==> src/rtl/out_buf_reader.sv <==
// Output-buffer reader: streams len words from base_addr out of the result SRAM.
// Latency: start -> buf_rd_en 1 cycle, start -> out_valid 2 cycles (fall-through skid FIFO).
// Backpressure: out_ready low stalls the stream; read credit caps FIFO + in-flight at 2 words.
// Optional OUT_BUF_CLEAR_EN: zero each word in the buffer on the data-return cycle.
`timescale 1ns/1ps
module out_buf_reader #(
  parameter int DATA_W = 32,
  parameter int ADDR_W = 8
) (
  input  logic              clk,
  input  logic              rst,
  input  logic              start,
  input  logic [ADDR_W-1:0] base_addr,
  input  logic [ADDR_W:0]   len,
  output logic              busy,
  output logic              done,
  output logic              buf_rd_en,
  output logic [ADDR_W-1:0] buf_rd_addr,
  input  logic [DATA_W-1:0] buf_rd_data,
  output logic              buf_wr_en,
  output logic [ADDR_W-1:0] buf_wr_addr,
  output logic [DATA_W-1:0] buf_wr_data,
  output logic              out_valid,
  input  logic              out_ready,
  output logic [DATA_W-1:0] out_data,
  output logic              out_last
);

  typedef enum logic [1:0] {IDLE, RUN, FLUSH, DONE} state_t;

  localparam logic [ADDR_W:0] ONE = 1;

  state_t            state;
  logic [ADDR_W-1:0] rd_addr;
  logic [ADDR_W:0]   rd_left;
  logic [ADDR_W:0]   len_r;
  logic [ADDR_W:0]   out_idx;
  logic              rd_inflight;
  logic [DATA_W-1:0] fifo_mem [2];
  logic              wr_ptr;
  logic              rd_ptr;
  logic [1:0]        fifo_count;

  logic              fifo_empty;
  logic              pop;
  logic              pop_fifo;
  logic              push;
  logic              rd_issue;
  logic              last_hs;
  logic              start_acc;
  logic [2:0]        occ_after;

  // Stream side: the FIFO falls through so returning data is visible in its return cycle.
  always_comb begin
    fifo_empty = (fifo_count == 2'd0);
    out_valid  = ~fifo_empty | rd_inflight;
    out_data   = '0;
    if (!fifo_empty)
      out_data = fifo_mem[rd_ptr];
    else if (rd_inflight)
      out_data = buf_rd_data;
    pop       = out_valid & out_ready;
    pop_fifo  = pop & ~fifo_empty;
    // Returning data is stored unless it bypasses straight out to an empty FIFO.
    push      = rd_inflight & ~(fifo_empty & out_ready);
    out_last  = out_valid & (out_idx == len_r - ONE);
    last_hs   = pop & out_last;
    // Occupancy after this cycle's pop must leave room for one more word.
    occ_after = {1'b0, fifo_count} + {2'b00, rd_inflight} - {2'b00, pop};
    rd_issue  = (state == RUN) & (occ_after < 3'd2);
    start_acc = (state == IDLE) & start;
    busy      = (state != IDLE);
    done      = (state == DONE);
    buf_rd_en   = rd_issue;
    buf_rd_addr = rd_addr;
  end

  // Control FSM: sequences reads, waits for the final handshake, then pulses done.
  always_ff @(posedge clk or negedge rst) begin
    if (!rst) begin
      state   <= IDLE;
      rd_addr <= '0;
      rd_left <= '0;
      len_r   <= '0;
    end else begin
      case (state)
        IDLE: begin
          if (start) begin
            rd_addr <= base_addr;
            rd_left <= len;
            len_r   <= len;
            state   <= (len == '0) ? DONE : RUN;
          end
        end
        RUN: begin
          if (rd_issue) begin
            rd_addr <= rd_addr + 1'b1;
            rd_left <= rd_left - ONE;
            if (rd_left == ONE) state <= FLUSH;
          end
        end
        FLUSH:   if (last_hs) state <= DONE;
        DONE:    state <= IDLE;
        default: state <= IDLE;
      endcase
    end
  end

  // Data path: read-return tracking, skid FIFO storage and output word index.
  always_ff @(posedge clk or negedge rst) begin
    if (!rst) begin
      rd_inflight <= 1'b0;
      fifo_mem[0] <= '0;
      fifo_mem[1] <= '0;
      wr_ptr      <= 1'b0;
      rd_ptr      <= 1'b0;
      fifo_count  <= 2'd0;
      out_idx     <= '0;
    end else begin
      rd_inflight <= rd_issue;
      if (push) begin
        fifo_mem[wr_ptr] <= buf_rd_data;
        wr_ptr           <= ~wr_ptr;
      end
      if (pop_fifo) rd_ptr <= ~rd_ptr;
      fifo_count <= fifo_count + {1'b0, push} - {1'b0, pop_fifo};
      if (start_acc)
        out_idx <= '0;
      else if (pop)
        out_idx <= out_idx + ONE;
    end
  end

`ifdef OUT_BUF_CLEAR_EN
  logic [ADDR_W-1:0] clr_addr;

  // Remember the address just read so it can be zeroed on the data-return cycle.
  always_ff @(posedge clk or negedge rst) begin
    if (!rst)
      clr_addr <= '0;
    else if (rd_issue)
      clr_addr <= rd_addr;
  end

  assign buf_wr_en   = rd_inflight;
  assign buf_wr_addr = clr_addr;
  assign buf_wr_data = '0;
`else
  assign buf_wr_en   = 1'b0;
  assign buf_wr_addr = '0;
  assign buf_wr_data = '0;
`endif

endmodule

==> config.mk <==
export PLATFORM = sky130hd
export DESIGN_NAME = out_buf_reader
export DESIGN_NICKNAME = d
export VERILOG_FILES = /design/src/rtl/out_buf_reader.sv
export SDC_FILE = /design/constraint.sdc
export NUM_CORES = 1
export LEC_CHECK = 0
export ABC_AREA = 1
export CAP_MARGIN = 5
export CORE_UTILIZATION = 45
export CTS_BUF_LIST = sky130_fd_sc_hd__clkbuf_4
export CTS_CLUSTER_SIZE = 24
export DETAILED_ROUTE_END_ITERATION = 12
export PLACE_DENSITY = 0.73
export REMOVE_ABC_BUFFERS = 1
export SYNTH_ARGS = -nofsm -noshare
export SYNTH_HDL_FRONTEND = slang
export SYNTH_SLANG_ARGS = --single-unit
==> constraint.sdc <==
create_clock -name clk -period 3.77 [get_ports clk]
set_input_delay 0.5655 -clock clk [delete_from_list [all_inputs] [get_ports clk]]
set_output_delay 0.5655 -clock clk [all_outputs]
set_load 0.02 [all_outputs]
# Word-level counts from Yosys, hierarchy flattened
# Cells that the tools add are included.
# totals
mem_count	0
latchBits	0
input_bits	53
elab_cells	79
ff_bits	106
ram_bits	0
rom_bits	0
# classes
addsub	8
bitwise_logic	15
reduce_logical	10
mul	0
div	0
shifts	0
magnitude_cmp	4
muxes	22
n_eq_ne	9
# ops
cell	count
$mux 32	6
$bwmux 64	1
$mux 9	4
$demux 32 s1	1
$pmux 9 s2	1
$sub 9x1->9 const B	2
$mux 8	2
$pmux 8 s2	1
$mux 2	5
$add 9x1->9 const B	1
$eq 9x1->1 const B	1
$eq 9x9->1	1
$logic_not 9->1	1
$add 8x1->8 const B	1
$and 1x1->1	8
$pmux 2 s4	1
$ne 2x2->1 const B	3
$reduce_bool 2->1	3
$eq 2x2->1 const B	2
$ge 2x2->1 const B	2
$logic_not 2->1	2
$not 1->1	4
$not 1->2	2
$reduce_and 4->1	1
other kinds (12)	12

# Depth between registers and ports, before layout
# Gate-level depths: netlist of run 1.
# logic_depth
depth_word	9
ltp_mapped	16
ltp_nobuf	15

# Worst setup path after synthesis of run 1
# OpenSTA, ideal clock, no wires.
# synth_path
path_type	reg2out
startpoint	register fifo_count[1]
endpoint	output port buf_rd_en
t_arrival_ns	2.196
n_path_buf	0
path_stages_with_launch	11
slack_ns	1.009
cell_sequence	dfrtp_1 nor2_4 nand2_4 nand2_4 inv_4 ha_1 nor2_1 fa_1 a21oi_1 o21ai_0 nor2_1
# synth_via
elab_chain_cells	7
word_cells_on_any_way	8
classes_between	add/sub (2); order compare (1); bitwise (4); reduce/logical (1)
# synth_lines
element	line_no	rtl
start, declared	42	logic [1:0] fifo_count;
start signal, assigned	126	fifo_count <= fifo_count + {1'b0, push} - {1'b0, pop_fifo};
$logic_not 2->1	55	fifo_empty = (fifo_count == 2'd0);
$not 1->1	56	out_valid = ~fifo_empty | rd_inflight;
$or 1x1->1	56	
via out_valid	23	output logic out_valid,
$and 1x1->1	62	pop = out_valid & out_ready;
$sub 3x1->3	69	occ_after = {1'b0, fifo_count} + {2'b00, rd_inflight} - {2'b00, pop};
$lt 3x2->1	70	rd_issue = (state == RUN) & (occ_after < 3'd2);
$and 1x1->1	70	
end, declared	17	output logic buf_rd_en,
# The timed path passes the listed nets, and every way through them passes these cells.

# Worst setup path after layout of run 1
# layout_path
startpoint	register fifo_count[1]
endpoint	output port buf_rd_en
# layout_via
elab_chain_cells	7
word_cells_on_any_way	8
classes_between	add/sub (2); order compare (1); bitwise (4); reduce/logical (1)
# layout_lines
element	line_no
$logic_not 2->1	55
$not 1->1	56
$or 1x1->1	56
$and 1x1->1	62
$sub 3x1->3 (*)	69
$lt 3x2->1 (*)	70
$and 1x1->1 (*)	70
# Mark *: on every way between the ends. The rest lies on a longest branch, timed or not.

==> impl_summary.md, run 1 <==
Timing
Timing would allow up to 302 MHz. Setup repair after global routing left no endpoint under its margin. Setup violations remaining at the end of the flow were counted as 0. Of the available clock period, the critical path in the final layout requires 0.877. The worst relative slew slack is 0.527. The worst-margin pin slew is 0.710 ns. Adding up every negative setup slack in the final design gives 0 ns. The count of final hold-check violations was 0. The number of max-slew violations in the final report was 0. Hold timing on the final database bottoms out at a slack of 0.104 ns. The smallest clock period supported by the final layout is computed as 3.31 ns. The worst clock skew is 0.0165 ns.

Logic synthesis
The gate count of the mapped netlist is 762. Synthesis inferred 106 register bits. Counting flops with a built-in enable in the synthesized netlist gives 0. For this run, the number of Yosys warnings is 0. The distinct cell type count of the synthesized netlist is 40. Averaged over all synthesized cells, the footprint is 7.81 µm². For this run, the register share of the synthesized area comes to 0.445. In the synthesized netlist the async set-or-reset flop fraction comes to 1.00. In the synthesized netlist the dominant register cell turns out to be dfrtp_1.

The synthesized netlist occupies a cell area of 5950 µm².

Clock tree
The hold buffer count at cts is 0. The clock insertion delay at the later pin of the skew report is 0.47 ns. Clock-pin slew was measured on the worst setup and hold paths at 0.17 ns. The tree is rooted in a clkbuf_4.

The total clock buffers created by CTS is 9. The CTS tree is yes. The clock passes through at most 2 buffers. The H-tree was split into 3 levels. Counting every sink on the clock net gives 106.

Die
The initialized floorplan defines 41 standard-cell rows. The core region is 12800 µm². Pin placement for this block handled 139 I/O pins. The height of the die is 117 µm. For this configuration, the core starts out at a cell density of 0.466. The floorplan die area is 13700 µm². In this run the horizontal extent of the chip is 117 µm.

Placed design
The number of buffer cells added on primary ports is 97. The area of placed instances is 6930 µm². The placed wire-length estimate after detailed placement is 8900 µm. Routability-driven placement finished with a final weighted congestion of 0.813.

Route
The average routed wire per standard cell is 12.9 µm. The via total after detailed routing is 4958. The final wirelength is 13200 µm. The number of detailed-routing iterations run before antenna repair is 5.

The violation count after the first detailed-routing iteration is 295. For this run, design rule violations remaining after detail routing come to 0. After detailed routing, the number of vias per cell comes to 4.85.

In this run the remaining antenna-violating nets after routing total 0.

Critical path
The worst reg2reg path endpoint is rd_left[5]$_DFFE_PN0P_. The kind of launch point of the worst setup path is a register. For the worst flop-to-flop path, the logic depth is 15. The endpoint kind of the worst setup timing path is a primary output.

The worst path arrival time is 2.74 ns. The register-to-register setup slack is 0.96 ns. Along the worst path, the maximum fanout reaches 4.

The worst reg2reg path startpoint is fifo_count[1]$_DFF_PN0_. The setup path with the least slack is of type reg2out. The required time reported for the critical path endpoint is 3.20 ns.

Hold path
The min-delay analysis places its worst path in the category in2async.

Finish
The most common library cell in the layout ignoring fill and taps is nand2_1. The finished cells cover 7100 µm². The final net count is 912. The share of post-route cells with drive strength above 1 is 0.0471. Compared with the post-synthesis result, the final layout area differs by 19.2%.

At the end of the flow the core is filled with cells to 0.556. After filler insertion, the fill cell instance count of the layout stands at 1213. In the layout the commonest cells are nand2_1, nor2_1, dfrtp_1, clkdlybuf4s50_1, o21ai_0.

Global routing
Entering global routing, the biggest net connects 65 pins. The overall routing resource usage is 0.208. Global routing finished with a remaining overflow of 0. The global-route wire length before repair is 22000 µm. The number of global-route vias before repair is 4508. The initial antenna violation count came to 1.

Pwr
The internal power of the cells totals 0.00348 W. For this design the ratio of total power to cell area is 899 nW/µm². The share of total power dissipated in combinational logic is 0.581. The net switching power is 0.00290 W.

Of the total power, the clock network draws 0.105. The worst-case IR drop observed on VDD is 0.000513 V. Of the total power, the share spent switching nets is 0.454. The static leakage is 3.47 nW.

Of the total power, registers draw 0.314.

Flow run
The tool flagged a number of max-cap violations equal to 0.

Outcome
The run finished with clean final reports.
-- stage by stage --
stage          setup slack [ns]  instances  power, W
2_1_floorplan             0.499        725   0.00432
3_3_place_gp              0.106       1006   0.00569
3_5_place_dp              0.103       1006   0.00576
4_1_cts                0.000940       1022   0.00644
5_1_grt                   0.258       1023   0.00695
6_report                  0.463       1023   0.00638
-- logic make-up after synthesis --
| group | synth area share |
|---|---|
| AO/OA/AOI/OAI | 0.166 |
| XOR/XNOR | 0.0162 |
| adder cells (fa/ha/maj) | 0.0307 |
| buffers and inverters | 0.135 |
| flip-flops | 0.445 |
| other | 0.000630 |
| AND/OR/NAND/NOR | 0.207 |
-- registers in the layout, summed over array words and instances, names as in the netlist --
register / count
state: 2
out_idx: 9
rd_ptr: 1
fifo_mem: 64
rd_left: 9
wr_ptr: 1
fifo_count: 2
len_r: 9
buf_rd_addr: 8
rd_inflight: 1
-- synth_stat cells (8+ instances only) --
library cell	n	area [µm²]
o21ai_1	9	45.0
buf_2	10	50.1
clkbuf_1	19	71.3
inv_1	85	319
ha_1	13	163
nand3_1	14	70.1
a21oi_1	19	95.1
o21ai_0	92	460
xor2_1	8	70.1
dfrtp_1	106	2650
nor2_1	106	398
nand2_1	161	604
buf_4	43	323
o32ai_1	32	280
-- critical path, cell delays in order (launching register included) --
cell and delay, ns:
dfrtp_1 0.46, nor2_4 0.15, nand2_4 0.08, nand2_4 0.09
inv_4 0.03, ha_1 0.26, nor2_1 0.12, fa_1 0.43
a21oi_1 0.11, o21ai_0 0.15, nor2_1 0.15, dlymetal6s2s_1 0.25
-- layer usage --
metal,global-route usage,vias to the layer above,routed length [µm]
met2,0.335,110,6170
met3,0.0309,12,501
li1,-,2551,-
met1,0.284,2285,6360
met4,0.0785,0,187
met5,0,-,0
-- timing repair --
action | in CTS | in global routing
endpoints found under the setup margin | 0 | 1
gates resized for setup | 0 | 1
buffers inserted | 0 | 0
-- final cells by class --
class,instances,area (µm²),share of cell area
well taps,172,215,0.0303
clock buffers,10,75.1,0.0106
inverters,86,325,0.0458
flip-flops and latches,106,2650,0.374
repair buffers,109,1090,0.153
diodes,1,2.50,0.000352
multi-input cells,533,2650,0.374
clock inverters,6,90.1,0.0127
-- power groups by stage --
| stage | sequential [W] | clock [W] | combinational (W) |
|---|---|---|---|
| 2_1_floorplan | 0.00203 | 0 | 0.00229 |
| 3_3_place_gp | 0.00201 | 0 | 0.00368 |
| 3_5_place_dp | 0.00202 | 0 | 0.00373 |
| 4_1_cts | 0.00200 | 0.000687 | 0.00375 |
| 5_1_grt | 0.00208 | 0.000742 | 0.00413 |
| 6_report | 0.00200 | 0.000668 | 0.00371 |
-- how the worst max path moves through the flow --
stage	slack, ns	depth (start not counted)	startpoint	endpoint
floorplan	0.50	14	fifo_count[1]$_DFF_PN0_	rd_left[5]$_DFFE_PN0P_
global placement	0.11	10	out_ready	buf_rd_en
detailed placement	0.10	10	out_ready	buf_rd_en
CTS	0.0009	11	fifo_count[1]$_DFF_PN0_	buf_rd_en
global route	0.26	8	len_r[0]$_DFFE_PN0P_	out_last
finish	0.46	11	fifo_count[1]$_DFF_PN0_	buf_rd_en
Power figures use the tool's default switching activity.
==> run 2: changes to the inputs <==
--- a/config.mk
+++ b/config.mk
@@ -5,7 +5,6 @@
 export SDC_FILE = /design/constraint.sdc
 export NUM_CORES = 1
 export LEC_CHECK = 0
-export ABC_AREA = 1
 export CAP_MARGIN = 5
 export CORE_UTILIZATION = 45
 export CTS_BUF_LIST = sky130_fd_sc_hd__clkbuf_4
==> run 2 against run 1 <==
Against the previous run:
- clock skew down 0.0050 ns
- critical path depth down 3
- routed wire length down 2.9%
- setup slack worse by 0.30 ns
- total power down 7.5%
- first-iteration DRC count down 29%
- global-route usage down 0.73 points
- non-clock buffer count unchanged
- die area up 0.13%
- largest cell class unchanged
==> impl_summary.md, run 2 <==
Logic synthesis
Dividing the synthesized area by the synthesized cell count gives 10.2 µm². dfrtp_1 is the most common cell in the netlist. By count the netlist is led by dfrtp_1, mux2_2, o21ai_0.

Of the post-synthesis cell area, the dominant cell type holds 0.445. The area of the mapped netlist is 5960 µm². Yosys mapped the design onto 51 distinct sky130hd cell types. The share of the Yosys chip area taken by registers is 0.445. The cell count after synthesis came out at 587. Sorting the synthesized cells by area gives the leading types as dfrtp_1, mux2_2, mux2i_1, buf_4, o21ai_0. The total number of yosys warnings is 0.

Summed over all instances, the cell type with the most area after synthesis is dfrtp_1. The number of synthesized flops with an enable pin is 0. Counting flops and latches in the post-synthesis netlist gives 106. The share of async-settable or async-resettable flops after synthesis is 1.00.

The most used flip-flop cell after synthesis is dfrtp_1.

Clock tree
The longest clock path from root to sink contains 2 buffers. Buffers added to address setup during post-CTS repair amount to 0. The later pin in the worst-skew pair is clocked with a latency of 0.46 ns.

The TritonCTS sink count is 106. Clock-pin slew was measured on the worst setup and hold paths at 0.16 ns. The H-tree was split into 3 levels. The root cell of the clock tree is clkbuf_4. TritonCTS built the clock tree. TritonCTS created 9 clock buffers. For this design, the CTS-stage hold fixing added 0 buffers.

Route
The number of detailed-routing iterations run before antenna repair is 5. The via total after detailed routing is 4547. The number of antenna-violating nets in the routed design is 0. The final wirelength is 12800 µm. The wire length on met2 is 6100 µm.

After detailed routing, no signal wire sits above met4. The detailed router put a total of 5920 µm of wire on met1. The via-per-instance ratio is 5.34. Dividing the detail-routed wire length by the instance count gives 15.1 µm. In this run, the number of DRC markers left after iteration 0 of detailed routing was 210. The total met3 wirelength after detailed routing is 718 µm. After detailed routing, the number of remaining DRC violations is 0.

Die
In this run the count of I/O pins placed on the die edge is 139. The die width is 117 µm. The core footprint is 12800 µm². The number of standard-cell rows in the floorplan is 41. The die covers 13700 µm². The initial utilization of the core area, before any placement, comes to 0.467. The height of the die is 117 µm.

Critical path
Tracing the worst setup path back leads to its startpoint at fifo_count[0]$_DFF_PN0_. The total stage count of the critical path is 8. The cell family with the largest share of critical-path delay is simple AND/OR/NAND/NOR gates. The count of buffer and inverter cells on the critical path is 2. The kind of launch point of the worst setup path is a register. The required time reported for the critical path endpoint is 3.20 ns. The largest single stage delay on the critical path is 0.47 ns. The endpoint kind of the worst setup timing path is a primary output. The worst path arrival time is 3.05 ns. In this run the critical register-to-register path is launched from fifo_count[0]$_DFF_PN0_. The top fanout value on the critical path is 4.

In this run the worst setup path terminates at buf_rd_en. The endpoint identified for the worst register-to-register timing path is rd_left[5]$_DFFE_PN0P_. In this run the register-to-register setup slack is 0.56 ns. The type of the setup path with the least slack is reg2out. Traced cell by cell, the critical path runs through or3_1, nand2_1, inv_2, ha_1, nor2b_1, fa_1, nor3b_2, clkdlybuf4s15_1. The slowest stage of the critical path is the dfrtp_1 cell. The worst reg-to-reg path cell count is 11.

Timing
Setup violations remaining at the end of the flow were counted as 0. Derived from the worst setup path, the maximum achievable clock frequency is 277 MHz. The hold slack is 0.175 ns. Setup repair after global routing left no endpoint under its margin.

The count of final hold-check violations is 0. The worst pin sits at a relative slew slack of 0.351. The smallest clock period supported by the final layout is computed as 3.61 ns. The portion of the clock cycle consumed by the worst path in the final layout is 0.958. For the final database, setup skew stands at 0.0115 ns. The worst-margin pin slew is 0.972 ns. In the post-route analysis, the smallest setup slack over all paths is 0.159 ns. The number of max-slew violations in the final report is 0.

Finish
The most common library cell in the layout ignoring fill and taps is dfrtp_1. The net count of the finished layout is 741. The flip-flop count of the largest register, all copies and words added is 64. Counting flops per register, the top entry is fifo_mem. The share of post-route cells with drive strength above 1 is 0.134.

Relative to the synthesized area, the layout overhead comes to 19.5%. The number of fill cells in the layout is 1098. The top cell types in the final layout, fill and taps aside, are dfrtp_1, clkdlybuf4s50_1, o21ai_0, mux2_2, nand3_1.

The cell area after layout is 7120 µm². Measured on the finished design, the core utilization comes to 0.558.

Flow run
The number of max-cap violations is 0.

Global routing
The global-route wire length before repair is 21600 µm. The total overflow left after global routing is 0. The number of global-route vias before repair was 4435. Entering global routing, the biggest net connects 64 pins. Across every metal layer, demand over resource in global routing totals 0.200. The initial antenna violation count is 0.

Placed design
The number of buffer cells added on primary ports is 97. After legalization and detailed placement, the total HPWL measured 9110 µm. The worst setup slack after placement is 0.166 ns.

At the end of routability-driven placement, the weighted congestion stood at 0.801. The placed instances occupy a cell area of 6980 µm².

Pwr
The total power density per cell area is 829 nW/µm². The worst-case IR drop observed on VDD is 0.000515 V. In this run the static leakage power is 3.13 nW.

Outcome
The flow ran to the end, and the final reports show no timing, DRC or antenna violations.

Hold path
In this run the worst hold path is classified as in2async.
-- run 2: cell types whose count changed after synthesis, sizes merged, moves of 5 or more --
cell	delta
and3	+8
inv	-67
mux2	+64
mux2i	+35
nand2	-122
nand3	+32
nand4	+5
nor2	-86
o21ai	-46
o22ai	+12
o32ai	-32
xnor2	+8
-- run 2: power by group --
group / internal (W) / switching (W) / leakage [nW] / total [W]
Sequential: 0.00164 / 0.000403 / 1.33 / 0.00204
Clock: 0.000212 / 0.000374 / 0.0748 / 0.000586
Combinational: 0.00152 / 0.00176 / 1.73 / 0.00328
Total: 0.00337 / 0.00253 / 3.13 / 0.00591
-- run 2: cell type report --
cell class / instances / area, µm² / area share
Antenna cell: 1 / 2.50 / 0.000351
Timing Repair Buffer: 109 / 1070 / 0.150
Clock buffer: 10 / 75.1 / 0.0105
Sequential cell: 106 / 2650 / 0.373
Tap cell: 172 / 215 / 0.0302
Inverter: 19 / 71.3 / 0.0100
Multi-Input combinational cell: 429 / 2970 / 0.417
Clock inverter: 6 / 63.8 / 0.00896
-- run 2: worst min path at each step --
stage,start,end
3_5_place_dp,fifo_mem[61]$_DFFE_PN0P_,fifo_mem[61]$_DFFE_PN0P_
4_1_cts,rst,fifo_mem[41]$_DFFE_PN0P_
6_report,rst,fifo_mem[41]$_DFFE_PN0P_
5_1_grt,rst,fifo_mem[31]$_DFFE_PN0P_
3_3_place_gp,fifo_mem[41]$_DFFE_PN0P_,fifo_mem[41]$_DFFE_PN0P_
2_1_floorplan,rst,buf_rd_addr[0]$_DFFE_PN0P_
-- run 2: repair_timing --
item	in CTS	in global routing
setup endpoints to repair	2	1
pin swaps	0	0
resized for setup	3	1
-- run 2: per-stage QoR --
step	instances	setup TNS [ns]	total power (W)
final	852	0	0.00591
after global routing	851	0	0.00639
after CTS	851	0	0.00594
after detailed placement	835	0	0.00535
after global placement	835	0	0.00520
after floorplan	554	-6.53	0.00411
-- run 2: cells by family (layout without fill, tap and decap cells) --
kind of cell | after synthesis | after routing | share of synthesized area
adders and majority gates | 14 | 14 | 0.0306
AOI/OAI and AO/OA | 101 | 101 | 0.100
muxes | 99 | 99 | 0.180
and+or+nand+nor | 155 | 155 | 0.131
buffers and inverters | 92 | 144 | 0.0856
xor gates and xnor gates | 19 | 19 | 0.0279
DFF | 106 | 106 | 0.445
other | 1 | 42 | 0.000629
-- run 2: routing by layer --
| layer | GRT usage | vias up |
|---|---|---|
| met1 | 0.273 | 2218 |
| met5 | 0 | - |
| met2 | 0.336 | 150 |
| met3 | 0.0376 | 11 |
| li1 | - | 2168 |
| met4 | 0.0371 | 0 |
